===== src/rtl/pipelined_alu_pkg.sv =====
// pipelined_alu_pkg: shared mode encodings and saturation limit for the pipelined ALU
package pipelined_alu_pkg;

    typedef enum logic [1:0] {
        MODE_SUM   = 2'b00,
        MODE_RANGE = 2'b01,
        MODE_MAC   = 2'b10,
        MODE_ACC   = 2'b11
    } mode_e;

    function automatic logic [63:0] sat_limit(input int ow);
        return (ow >= 64) ? '1 : (64'd1 << ow) - 64'd1;
    endfunction

endpackage


===== src/rtl/pipelined_alu_reduce.sv =====
// alu_reduce: combinational sum, max and min over N unsigned W-bit operands
module alu_reduce #(
    parameter int W = 5,
    parameter int N = 5
) (
    input  logic [N*W-1:0] ops_i,
    output logic [W+2:0]   sum_o,
    output logic [W-1:0]   max_o,
    output logic [W-1:0]   min_o
);

    always_comb begin
        sum_o = '0;
        max_o = '0;
        min_o = '1;
        for (int i = 0; i < N; i++) begin
            sum_o = sum_o + (W+3)'(ops_i[i*W +: W]);
            max_o = (ops_i[i*W +: W] > max_o) ? ops_i[i*W +: W] : max_o;
            min_o = (ops_i[i*W +: W] < min_o) ? ops_i[i*W +: W] : min_o;
        end
    end

endmodule


===== src/rtl/pipelined_alu.sv =====
// pipelined_alu: 3-stage SUM/RANGE/MAC/ACC unit with saturating results and accumulator
module pipelined_alu
    import pipelined_alu_pkg::*;
#(
    parameter int W  = 5,
    parameter int N  = 5,
    parameter int OW = 2*W
) (
    input  logic           clk,
    input  logic           rst_n,
    input  logic           in_valid,
    input  logic [1:0]     mode,
    input  logic [N*W-1:0] in_number,
    input  logic           acc_clr,
    output logic           out_valid,
    output logic [OW-1:0]  out_number
);

    localparam int SW = W + 3;
    localparam int RW = (2*W + 1 > SW) ? 2*W + 1 : SW;

    if (OW < W + 3) begin : g_ow_chk
        $error("pipelined_alu: OW must be >= W+3");
    end
    if (N < 2 || N > 8) begin : g_n_chk
        $error("pipelined_alu: N must be in 2..8");
    end

    logic           s1_valid_q, s1_clr_q;
    mode_e          s1_mode_q;
    logic [N*W-1:0] s1_ops_q;

    logic           s2_valid_q, s2_clr_q;
    mode_e          s2_mode_q;
    logic [RW-1:0]  s2_res_q, s2_res_d;
    logic [SW-1:0]  s2_sum_q;

    logic           out_valid_q;
    logic [OW-1:0]  out_number_q, out_number_d;
    logic [OW-1:0]  acc_q, acc_d;

    logic [SW-1:0]  red_sum;
    logic [W-1:0]   red_max, red_min, op2;
    logic [OW:0]    acc_sum;
    logic [OW-1:0]  acc_sat, res_sat;

    alu_reduce #(.W(W), .N(N)) u_reduce (
        .ops_i (s1_ops_q),
        .sum_o (red_sum),
        .max_o (red_max),
        .min_o (red_min)
    );

    // op2 is absent when N == 2; a loop select avoids an out-of-range slice
    always_comb begin
        op2 = '0;
        for (int i = 0; i < N; i++)
            if (i == 2) op2 = s1_ops_q[i*W +: W];
    end

    always_comb begin
        s2_res_d = (s1_mode_q == MODE_RANGE) ? RW'(red_max) - RW'(red_min) :
                   (s1_mode_q == MODE_MAC)   ? RW'(s1_ops_q[0 +: W]) * RW'(s1_ops_q[W +: W]) + RW'(op2) :
                                               RW'(red_sum);
    end

    always_comb begin
        acc_sum      = (s2_clr_q ? (OW+1)'(0) : (OW+1)'(acc_q)) + (OW+1)'(s2_sum_q);
        acc_sat      = (64'(acc_sum) > sat_limit(OW)) ? OW'(sat_limit(OW)) : acc_sum[OW-1:0];
        res_sat      = (64'(s2_res_q) > sat_limit(OW)) ? OW'(sat_limit(OW)) : OW'(s2_res_q);
        acc_d        = !s2_valid_q             ? acc_q :
                       (s2_mode_q == MODE_ACC) ? acc_sat :
                       s2_clr_q                ? '0 : acc_q;
        out_number_d = !s2_valid_q             ? '0 :
                       (s2_mode_q == MODE_ACC) ? acc_sat : res_sat;
    end

    always_ff @(posedge clk) begin
        if (rst_n) begin
            s1_valid_q   <= 1'b0;
            s2_valid_q   <= 1'b0;
            out_valid_q  <= 1'b0;
            out_number_q <= '0;
            acc_q        <= '0;
        end else begin
            s1_valid_q   <= in_valid;
            s1_clr_q     <= in_valid & acc_clr;
            s1_mode_q    <= mode_e'(mode);
            s1_ops_q     <= in_number;
            s2_valid_q   <= s1_valid_q;
            s2_clr_q     <= s1_clr_q;
            s2_mode_q    <= s1_mode_q;
            s2_res_q     <= s2_res_d;
            s2_sum_q     <= red_sum;
            out_valid_q  <= s2_valid_q;
            out_number_q <= out_number_d;
            acc_q        <= acc_d;
        end
    end

    assign out_valid  = out_valid_q;
    assign out_number = out_number_q;

endmodule


===== config.mk =====
export PLATFORM = sky130hd
export DESIGN_NAME = pipelined_alu
export DESIGN_NICKNAME = d
export VERILOG_FILES = /design/src/rtl/pipelined_alu_pkg.sv /design/src/rtl/pipelined_alu_reduce.sv /design/src/rtl/pipelined_alu.sv
export SDC_FILE = /design/constraint.sdc
export NUM_CORES = 1
export LEC_CHECK = 0
export CORE_ASPECT_RATIO = 0.8
export CORE_MARGIN = 2
export CORE_UTILIZATION = 61
export CTS_CLUSTER_DIAMETER = 60
export DETAILED_ROUTE_END_ITERATION = 6
export HOLD_SLACK_MARGIN = 0.06
export PLACE_DENSITY = 0.88
export SYNTH_ARGS = -nofsm -noshare
export SYNTH_HDL_FRONTEND = slang
export SYNTH_SLANG_ARGS = --single-unit
export TNS_END_PERCENT = 20

===== constraint.sdc =====
create_clock -name clk -period 10.2 [get_ports clk]
set_clock_uncertainty 0.1 [all_clocks]
set_input_delay 1.53 -clock clk [delete_from_list [all_inputs] [get_ports clk]]
set_output_delay 1.53 -clock clk [all_outputs]
set_load 0.02 [all_outputs]

# Word level (Yosys, flattened, before mapping)
# Index checks and enable logic that the tools add are counted.
dict set report op_classes {
  add_sub_neg 7
  reduce_logical 3
  n_lt_le_gt_ge 12
  mul 1
  muxes 18
  bitwise_logic 2
  eq_ne 3
}
# op count
set ops {}
lappend ops {{two-way mux 10 bit} 6}
lappend ops {{two-way mux 5 bit} 10}
lappend ops {{adder 8 x 5 -> 8 bit} 3}
lappend ops {{> comparator 11 x 10 -> 1 bit, second input constant} 2}
lappend ops {{two-way mux 11 bit} 2}
lappend ops {{> comparator 5 bit} 4}
lappend ops {{less-than comparator 5 bit} 4}
lappend ops {{adder 10 x 5 -> 11 bit} 1}
lappend ops {{adder 10 x 8 -> 11 bit} 1}
lappend ops {{multiplier 5 x 5 -> 10 bit} 1}
lappend ops {{adder 5 x 5 -> 6 bit} 1}
lappend ops {{subtractor 5 x 5 -> 6 bit} 1}
lappend ops {{> comparator 5 x 1 -> 1 bit, second input constant} 1}
lappend ops {{less-than comparator 5 bit, second input constant} 1}
lappend ops {{equality test 2 bit, second input constant} 2}
lappend ops {{equality test 2 x 1 -> 1 bit, second input constant} 1}
lappend ops {{AND reduction 2 bit} 1}
lappend ops {{nonzero test 2 bit} 1}
lappend ops {{OR reduction 2 bit} 1}
lappend ops {{AND 1 bit} 1}
lappend ops {{NOT 1 bit} 1}
dict set report totals {
  output_inout_bits 11
  elab_cells 58
  in_bits 31
  ff_bits 73
}

# Depth between registers and ports, before layout
# Gate-level depths: netlist of the first run.
dict set report logic_depth {
  word_depth 12
  mapped_depth 39
  mapped_depth_nobuf 39
}

# Modules after synthesis
# A second synthesis of the first run with hierarchy kept.
dict set report unflattened {
  hier_cells 621
  area_unflattened_um2 6047.0
}
# mod seq_area_each_um2 instances area_per_inst_um2 cells_each
set by_module_without_submodules {}
lappend by_module_without_submodules {pipelined_alu 1961.9 1 4050.1 368}
lappend by_module_without_submodules {alu_reduce 0.0 1 1996.9 253}

# Worst setup path before layout of the first run
# OpenSTA, ideal clock, no wires.
dict set report synth_timing {
  path_type {register to register}
  startpoint {reg s1_ops_q[1]}
  endpoint {reg s2_res_q[4] (data pin)}
  setup_slack_ps 2363
  synth_period_minus_slack_ps 7837
  n_path_buf 0
  setup_ps 269
  path_stages_with_launch 39
  arrival_time_ps 7468
  required_time_ps 9831
  cell_sequence {edfxtp_1 -> inv_1 -> ha_1 -> nor2b_4 -> o21a_1 -> o21a_1 -> o31ai_4 -> mux2i_1 -> ha_1 -> nor2b_1 -> o21a_1 -> o21a_1 -> o21a_1 -> o21ai_2 -> mux2_2 -> inv_1 -> ha_1 -> o21a_1 -> [3 not listed] -> mux2_2 -> ha_1 -> nor2b_1 -> o21a_1 -> o21a_1 -> o21ai_0 -> a21oi_2 -> nor2_1 -> a222oi_1 -> ha_1 -> fa_1 -> nand2b_1 -> a21oi_1 -> nor2_1 -> xor2_1 -> o21ai_0 -> nand2_1 -> o21ai_0}
}
dict set report synth_via {
  elab_chain_len 12
  elab_cells_between_ends 29
  classes_between {6 x add/sub; 1 x mul; 10 x order compare; 12 x mux}
}
# element line
set synth_rtl {}
lappend synth_rtl {{start, declared} pipelined_alu.sv:31} ;# logic [N*W-1:0] s1_ops_q;
lappend synth_rtl {{start signal, assigned} pipelined_alu.sv:89} ;# s1_ops_q <= in_number;
lappend synth_rtl {{> comparator 5 x 1 -> 1 bit or less-than comparator 5 bit (tied branches)} {pipelined_alu_reduce.sv:18, pipelined_alu_reduce.sv:19}}
lappend synth_rtl {{two-way mux 5 bit, on equally long branches} {pipelined_alu_reduce.sv:18, pipelined_alu_reduce.sv:19}}
lappend synth_rtl {{> comparator 5 bit or less-than comparator 5 bit (tied branches)} {pipelined_alu_reduce.sv:18, pipelined_alu_reduce.sv:19}}
lappend synth_rtl {{two-way mux 5 bit, on equally long branches} {pipelined_alu_reduce.sv:18, pipelined_alu_reduce.sv:19}}
lappend synth_rtl {{> comparator 5 bit or less-than comparator 5 bit (tied branches)} {pipelined_alu_reduce.sv:18, pipelined_alu_reduce.sv:19}}
lappend synth_rtl {{two-way mux 5 bit, on equally long branches} {pipelined_alu_reduce.sv:18, pipelined_alu_reduce.sv:19}}
lappend synth_rtl {{> comparator 5 bit or less-than comparator 5 bit (tied branches)} {pipelined_alu_reduce.sv:18, pipelined_alu_reduce.sv:19}}
lappend synth_rtl {{two-way mux 5 bit, on equally long branches} {pipelined_alu_reduce.sv:18, pipelined_alu_reduce.sv:19}}
lappend synth_rtl {{> comparator 5 bit or less-than comparator 5 bit (tied branches)} {pipelined_alu_reduce.sv:18, pipelined_alu_reduce.sv:19}}
lappend synth_rtl {{two-way mux 5 bit, on equally long branches} {pipelined_alu_reduce.sv:18, pipelined_alu_reduce.sv:19}}
lappend synth_rtl {{subtractor 5 x 5 -> 6 bit} pipelined_alu.sv:62} ;# s2_res_d = (s1_mode_q == MODE_RANGE) ? RW'(red_max) - RW'(red_min) :
lappend synth_rtl {{two-way mux 11 bit (*)} pipelined_alu.sv:62}
lappend synth_rtl {{net s2_res_d[4]} pipelined_alu.sv:35} ;# logic [RW-1:0] s2_res_q, s2_res_d;
lappend synth_rtl {{end signal, assigned} pipelined_alu.sv:93} ;# s2_res_q <= s2_res_d;
lappend synth_rtl {{end, declared} pipelined_alu.sv:35}
# Mark *: on every way through the listed nets, which the timed path passes. The rest lies on a longest branch.
# A chain may end at the register's enable or synchronous reset.

# Worst setup path after layout of the first run
# Ends and elaborated chain as after synthesis.

==> flow_summary.ini, run 1 <==
[timing]
rsz0062_at_grt = no
finalSetupViolCount = 0
finalMaxSlewViolations = 0
max_freq_ghz = 0.113
fin_crit_sh = 0.865
worstMarginPinSlew_ns = 1.04
timing.max_slew.rel_slack = 0.308
timing_hold_violations_final = 0
fin_tns_setup_ns = 0
min_period_ns = 8.83

[floorplanning]
floorplan.die_area_um2 = 11000
die_h_um = 94.3
floorplan.die.width_um = 117
initial_core_util = 0.636
fp.coreArea_um2 = 9770
io_pins = 42
core.rowCount = 32

[yosys]
asyncSetResetFlopFracSynth = 0
post_synthesis_sequential_area_ratio = 0.316
yosysUniqueCellTypes = 65
synth_seq_cells = 73
syn-cell-area_um2 = 6210
synth_fa_ha_area_frac = 0.252
largest_area_contributor_in_the_synthesized_netlist = edfxtp_1
synthDominantCellAreaShare = 0.242
number_of_enable_type_register_cells_in_the_synthesized_netlist = 50
synth-compound-area-share = 0.177
syn_avg_cell_area_um2 = 9.91
synth.area.top_cells = edfxtp_1, ha_1, fa_1
post_synth_and_or_nand_nor_area_fraction = 0.124
synthXorXnorAreaFrac = 0.0240
synthMuxAreaShare = 0.0479
netlist_instances = 627
dominantRegCellSynth = edfxtp_1
synth_warnings = 0
synth_fp_nets = 767
main_combinational_cell_family_by_area_after_synthesis = adder cells

[clock_tree]
cts_sinks = 73
hold_buffers = 0
post_cts.resized_instances = 0
post-cts-setup-buffer-count = 0
htree_levels = 3
clk_latency_ns = 0.34
cts.clk_slew.worst_paths_ns = 0.06
cts-root-to-sink-buffers = 2
tritoncts = built
root_buffer = clkbuf_16
numCtsBuffers = 9

[critical_path]
worst_setup_path_start_kind = register
timing.critical_path.slowest_stage_cell = edfxtp_1
crit_top_cell = o21a_1
endpoint_kind = register
criticalPathCategory = register to register
cp.buffers_inverters = 2
critPathTopFamily = compound AO/OA/AOI/OAI gates
crit_path_max_incr_delay_ns = 0.53
biggest_fanout_along_the_worst_timing_path = 9
arr_time_crit_path_ns = 8.80
crit_required_ns = 10.17

[global_route]
grt.total_usage = 0.280
grt_overflow = 0
grt_pass1_vias = 4948
grt_start_max_net_pins = 51
grt_antenna_before_repair = 0
grt_first_pass_wirelength_um = 23600

[power]
power.share.switching = 0.403
leakagePower_nw = 3.20
seq_power_share = 0.266
comb_power_share = 0.533
total_power_of_the_final_layout_mw = 1.59
p_clk_frac = 0.201
power-per-cell-area_nw_per_um2 = 225
internal_power_mw = 0.948
total_switching_power_mw = 0.639
vdd_ir_drop_max_v = 0.000126

[drt]
route.detailed.vias_per_inst = 5.93
totalWireLength_um = 14200
initialDrtViolationCount = 341
via_count = 4807
route.antenna.remaining_nets = 0
wl_per_cell_um = 17.5
drc_errors = 0
detailedRoute.firstPassIterationCount = 6

[finish]
final_layout_size_suffix_gt1_frac = 0.0653
finish.net_count = 809
diodes = 0
area.growth.synth_to_final_pct = 13.4
instances_no_fill = 810
fillerInstances = 722
final_util = 0.721

[worst_hold_path]
worst_hold_path_type = register to register

[outcome]
run_status = finished clean

[placement]
gp_congestion = 0.923
post-dp-hpwl_um = 10700
placement.io_buffers = 41
numPlacedInstances = 794

[job]
maxCapViolCount = 0
final cells by class:
cell class / instances / area [µm²] / area share
Timing Repair Buffer: 41 / 410 / 0.0583
Clock inverter: 5 / 33.8 / 0.00480
Tap cell: 136 / 170 / 0.0242
Clock buffer: 11 / 264 / 0.0375
Inverter: 85 / 319 / 0.0453
Multi-Input combinational cell: 459 / 3880 / 0.552
Sequential cell: 73 / 1960 / 0.279
state kept, by name, summed over array words and instances (netlist names):
| name | cells |
|---|---|
| s1_ops_q | 25 |
| s2_res_q | 11 |
| acc_q | 10 |
| out_number | 10 |
| s2_sum_q | 8 |
| s1_mode_q | 2 |
| s2_mode_q | 2 |
| out_valid | 1 |
| s1_clr_q | 1 |
| s1_valid_q | 1 |
| s2_clr_q | 1 |
| s2_valid_q | 1 |
power by group through the flow:
stage                     logic, mW  clock network [mW]  registers [mW]
after floorplan               0.645                   0           0.413
after global placement        0.781                   0           0.425
after detailed placement      0.824                   0           0.427
after CTS                     0.836               0.322           0.421
after global routing          0.949               0.334           0.427
final                         0.846               0.319           0.422
placed cells by master (no fill, tap or decap), types with 21 or more instances in the layout:
cell / netlist / routed
inv_1: 85 / 84
ha_1: 82 / 82
edfxtp_1: 50 / 50
clkdlybuf4s50_1: 0 / 41
nand2_1: 40 / 40
a21oi_1: 30 / 30
nor2_1: 30 / 30
fa_1: 27 / 27
o21ai_0: 24 / 24
dfxtp_1: 23 / 23
nor2b_1: 21 / 21
kinds of logic (layout without fill, tap and decap cells):
kind of cell	count (synthesis)	in the layout
AOI/OAI and AO/OA	153	153
xor gates and xnor gates	17	17
adders and majority gates	109	109
buffers and inverters	95	142
DFF	73	73
muxes	28	28
and+or+nand+nor	152	152
synthesized netlist by cell type, types with 5 or more instances:
| master | instances |
|---|---|
| a31oi_1 | 5 |
| nand4_1 | 6 |
| edfxtp_1 | 50 |
| xor2_1 | 7 |
| a21oi_1 | 30 |
| clkbuf_1 | 9 |
| fa_1 | 27 |
| mux2_2 | 10 |
| nor3_1 | 7 |
| o21a_1 | 17 |
| nor2b_1 | 21 |
| o211ai_1 | 10 |
| dfxtp_1 | 23 |
| nand3_1 | 9 |
| nand2b_1 | 9 |
| nand2_1 | 40 |
| and2_1 | 13 |
| a21o_1 | 12 |
| nor2_1 | 30 |
| ha_1 | 82 |
| inv_1 | 85 |
| xnor2_1 | 10 |
| o21bai_1 | 5 |
| o21ai_0 | 24 |
| mux2i_1 | 17 |
per-layer routing:
metal | up-vias | global-route usage | part of all wire
met5 | - | 0 | 0
met4 | 0 | 0.0990 | 0.019
met3 | 29 | 0.0600 | 0.052
met2 | 168 | 0.478 | 0.49
met1 | 2289 | 0.351 | 0.44
li1 | 2321 | - | -
worst paths after layout:
kind | from | to | slack (ns) | cells past startpoint
max | s1_ops_q[1] | s2_res_q[4] | 1.37 | 38
min | s1_clr_q | s2_clr_q | 0.32 | 0
max reg2reg | s1_ops_q[1] | s2_res_q[4] | 1.37 | 38
min reg2reg | s1_clr_q | s2_clr_q | 0.32 | 0
through the flow:
step / hold WS, ns / instance area [µm²] / setup WS [ns]
2_1_floorplan: 0.300 / 6210 / 2.36
3_3_place_gp: 0.303 / 6750 / 1.81
3_5_place_dp: 0.311 / 6750 / 1.53
4_1_cts: 0.325 / 7040 / 1.49
5_1_grt: 0.353 / 7040 / 0.927
6_report: 0.325 / 7040 / 1.37
Power figures use the tool's default switching activity.
==> run 2, diff against run 1 <==
--- a/constraint.sdc
+++ b/constraint.sdc
@@ -3,3 +3,3 @@
 set_input_delay 1.53 -clock clk [delete_from_list [all_inputs] [get_ports clk]]
 set_output_delay 1.53 -clock clk [all_outputs]
-set_load 0.02 [all_outputs]
+set_load 0.005 [all_outputs]
==> results of run 2 <==
Same layout as run 1 (identical final DEF). Status: finished clean.
